[config.mk]
export PLATFORM = sky130hd
export DESIGN_NAME = adventure_game
export DESIGN_NICKNAME = d
export VERILOG_FILES = /design/src/rtl/adventure_game.sv
export SDC_FILE = /design/constraint.sdc
export NUM_CORES = 1
export LEC_CHECK = 0
export ABC_CLOCK_PERIOD_IN_PS = 1050
export CAP_MARGIN = 15
export CORE_AREA = 4 4 41 43
export CTS_BUF_LIST = sky130_fd_sc_hd__clkbuf_4 sky130_fd_sc_hd__clkbuf_8 sky130_fd_sc_hd__clkbuf_16
export DETAILED_ROUTE_END_ITERATION = 8
export DIE_AREA = 0 0 45 47
export PLACE_DENSITY = 0.49
export SYNTH_ARGS = -nofsm -noshare
export SYNTH_HDL_FRONTEND = slang
export SYNTH_SLANG_ARGS = --single-unit
[constraint.sdc]
create_clock -name clk -period 1.05 [get_ports clk]
set_input_delay 0.21 -clock clk [delete_from_list [all_inputs] [get_ports clk]]
set_output_delay 0.21 -clock clk [all_outputs]
set_load 0.005 [all_outputs]
[src/rtl/adventure_game.sv]
// Text-adventure room controller: Moore FSM over seven rooms plus a sword flag.
// Optional macro ROOM_DEBUG_EN exposes room_id and has_sword.
module adventure_game (
  input  logic       clk,
  input  logic       reset,
  input  logic       n,
  input  logic       s,
  input  logic       e,
  input  logic       w,
  output logic       d,
  output logic       win
`ifdef ROOM_DEBUG_EN
  ,
  output logic [2:0] room_id,
  output logic       has_sword
`endif
);

  typedef enum logic [2:0] {
    CAVE      = 3'd0,
    TUNNEL    = 3'd1,
    RIVER     = 3'd2,
    STASH     = 3'd3,
    DEN       = 3'd4,
    VAULT     = 3'd5,
    GRAVEYARD = 3'd6
  } room_t;

  room_t room, room_nxt;
  logic  sword;

  always_ff @(posedge clk or posedge reset) begin
    if (reset) begin
      room  <= CAVE;
      sword <= 1'b0;
    end else begin
      room <= room_nxt;
      if (room == STASH) sword <= 1'b1;
    end
  end

  // Exits checked in n > s > e > w order; unlisted directions never match.
  always_comb begin
    room_nxt = room;
    case (room)
      CAVE:      if (e) room_nxt = TUNNEL;
      TUNNEL: begin
        if (s)      room_nxt = RIVER;
        else if (w) room_nxt = CAVE;
      end
      RIVER: begin
        if (n)      room_nxt = TUNNEL;
        else if (e) room_nxt = DEN;
        else if (w) room_nxt = STASH;
      end
      STASH:     if (e) room_nxt = RIVER;
      DEN:       room_nxt = sword ? VAULT : GRAVEYARD;
      VAULT:     room_nxt = VAULT;
      GRAVEYARD: room_nxt = GRAVEYARD;
      default:   room_nxt = CAVE;
    endcase
  end

  assign d   = (room == GRAVEYARD);
  assign win = (room == VAULT);

`ifdef ROOM_DEBUG_EN
  assign room_id   = room;
  assign has_sword = sword;
`endif

endmodule

==> impl_metrics.toml <==
[placement]
portBuffers = 7
dp_hpwl_um = 612.5
post_dp_cell_area_um2 = 441.7
place_congestion = 0.7983
preCtsSetupSlack_ns = -0.4565
placed_cells = 63

[sta]
fmax_mhz = 762.9
finalSetupViolations = 4
min_period_ns = 1.311
drv_slew = 0
min_period_over_period_pct = 124.8
hold_violations = 0
clock_skew_ns = 0.01187
relSlewSlack_pct = 84.68
worst_pin_slew_ns = 0.2297
rsz0062_at_grt = "true"
setup_ws_ns = -0.2607

[setup_path]
cp_max_fo = 4
path_class = "register to register"
cp_data_arrival_time_ns = 1.44
required_ns = 1.18
worstReg2RegEnd = "room[0]$_DFFE_PP0P_"
r2r_cells = 5
end_kind = "register"
r2r_start = "room[0]$_DFFE_PP0P_"
reg2reg_slack_ns = -0.26
start_kind = "register"

[yosys]
synth_compound_area_share_pct = 26.87
synth_fa_ha_area_share_pct = 0
synth_simple_gate_area_share_pct = 29.52
ys_types = 20
syn_inst = 33
yosys.area.top_type = "dfrtp_1"
netlist_area_um2 = 284.0
synth_top_family_by_area = "simple AND/OR/NAND/NOR gates"
synth-seq-cells = 4
syn_avg_cell_area_um2 = 8.607
synthXorXnorAreaFrac_pct = 0
syn-num-nets = 39
synth_top_area_share_pct = 35.24
synth_warnings = 0
synthTopCellsByArea = "dfrtp_1, a21oi_1, a221oi_2"
synth_mux_area_share_pct = 0
ys_seq_area_share_pct = 35.24

[routing]
final_antenna_net_count = 0
drt_wl_total_um = 902
wl_per_cell_um = 13.07
met1Wirelength_um = 346
vias_per_cell = 4.870
wl_met3_um = 38
drcViolationCount = 0
dr.max_layer_used = "met4"
detail_route.iter0.violations = 6
vias = 336
drt_pass1_iterations = 2
wl_met2_um = 446

[clock_network]
clock_latency_ns = 0.25
cts_made_buffers = 3
cts_buffer_depth = 2
cts.sinks = 4
clock_tree.root_cell = "clkbuf_4"
cts.htree.levels = 1
cts_tree = "yes"
path_clk_slew_ns = 0.04
ctsHoldBuffers = 0

[global_routing]
grt.total_usage_pct = 11.17
antenna_found_initial = 0
gr-total-overflow = 0
grt_pass1_wl_mm = 1.490
grt_start_max_net_pins = 9
grt_pass1_vias = 352

[die]
start_util_pct = 21.83
die-area_um2 = 2115
coreArea_um2 = 1301
fp.dieH_um = 47
die_w_um = 45
pin_count = 8
rows = 13

[outcome]
outcome = "finished with violations"
violations = "setup timing"

[worst_hold_path]
hold_class = "primary input to async pin"

[finish]
diodes = 0
utilization_pct = 41.35
nets = 62
drive_gt1_share_pct = 48.15
synthToLayoutAreaGrowth_pct = 89.43
design_area_um2 = 538.0
fin_cells = 69

[power]
power_density_nw_per_um2 = 2587
peakVddDrop_v = 0.001090
p_total_mw = 1.392
leakage_nw = 0.2313

[run]
max_cap_violations = 0
registers in the layout (all words and copies together), names as in the netlist:
signal / count
sword: 1
room: 3
metal layers:
layer	vias to the layer above	GRT usage, %
li1	161	-
met1	155	9.862
met3	7	3.831
met5	-	0
met2	13	17.23
met4	0	15.79
synthesized netlist by cell type, drive strengths merged:
master,count
inv,2
dfrtp,4
o22ai,1
buf,2
nand2,3
nor4b,1
a221oi,1
o21ai,2
nor3,1
nor2b,2
nor3b,2
a21oi,3
o21bai,2
and3,1
o21a,1
a22oi,1
nor2,3
nand3,1
where the power goes:
part | switching [mW] | internal (mW)
clock | 0.0759 | 0.129
sequential | 0.0520 | 0.210
combinational | 0.396 | 0.529
worst max-delay path by stage:
| stage | start | to | slack, ns | depth (start not counted) |
|---|---|---|---|---|
| final | room[0]$_DFFE_PP0P_ | room[0]$_DFFE_PP0P_ | -0.26 | 5 |
| after global routing | room[0]$_DFFE_PP0P_ | room[0]$_DFFE_PP0P_ | -0.34 | 5 |
| after CTS | room[0]$_DFFE_PP0P_ | d | -0.27 | 2 |
| after detailed placement | n | room[0]$_DFFE_PP0P_ | -0.46 | 5 |
| after global placement | e | room[0]$_DFFE_PP0P_ | -0.44 | 5 |
| after floorplan | room[1]$_DFFE_PP0P_ | room[0]$_DFFE_PP0P_ | -0.07 | 4 |
cell families (layout without fill, tap and decap cells):
family          after synthesis  after routing
buf+inv                       4             25
simple gates                 14             14
compound gates               11             11
flops                         4              4
cell type report:
| class | instances | area, µm² |
|---|---|---|
| fillers | 138 | 763.2 |
| multi-input cells | 25 | 207.7 |
| repair buffers | 20 | 181.4 |
| flip-flops and latches | 4 | 100.1 |
| clock buffers | 3 | 22.52 |
| well taps | 15 | 18.77 |
| inverters | 2 | 7.507 |
timing repair:
action | CTS | global route
setup buffers | 2 | 1
pin swaps | 4 | 5
resized for setup | 14 | 6
endpoints found under the setup margin | 6 | 6
through the flow:
stage	setup TNS [ns]	hold WS, ns
final	-0.7625	0.1442
after CTS	-0.8956	0.1391
after detailed placement	-1.450	0.4097
after floorplan	-0.06502	-0.02392
after global routing	-1.041	0.1643
after global placement	-1.451	0.3989
critical path, stage by stage, from the launching register on:
cell,delay (ns)
dfrtp_1,0.41
buf_6,0.14
nor4b_4,0.27
o21ai_1,0.09
a22oi_1,0.18
o22ai_1,0.10
cells in the final DEF (no fill, tap or decap), types with 2 or more instances in the layout:
master / instances
buf_4: 8
buf_6: 5
clkbuf_4: 3
clkdlybuf4s50_1: 5
dfrtp_1: 4
nand2_1: 2
nor2_1: 3
o21bai_1: 2
Power figures use the tool's default switching activity.
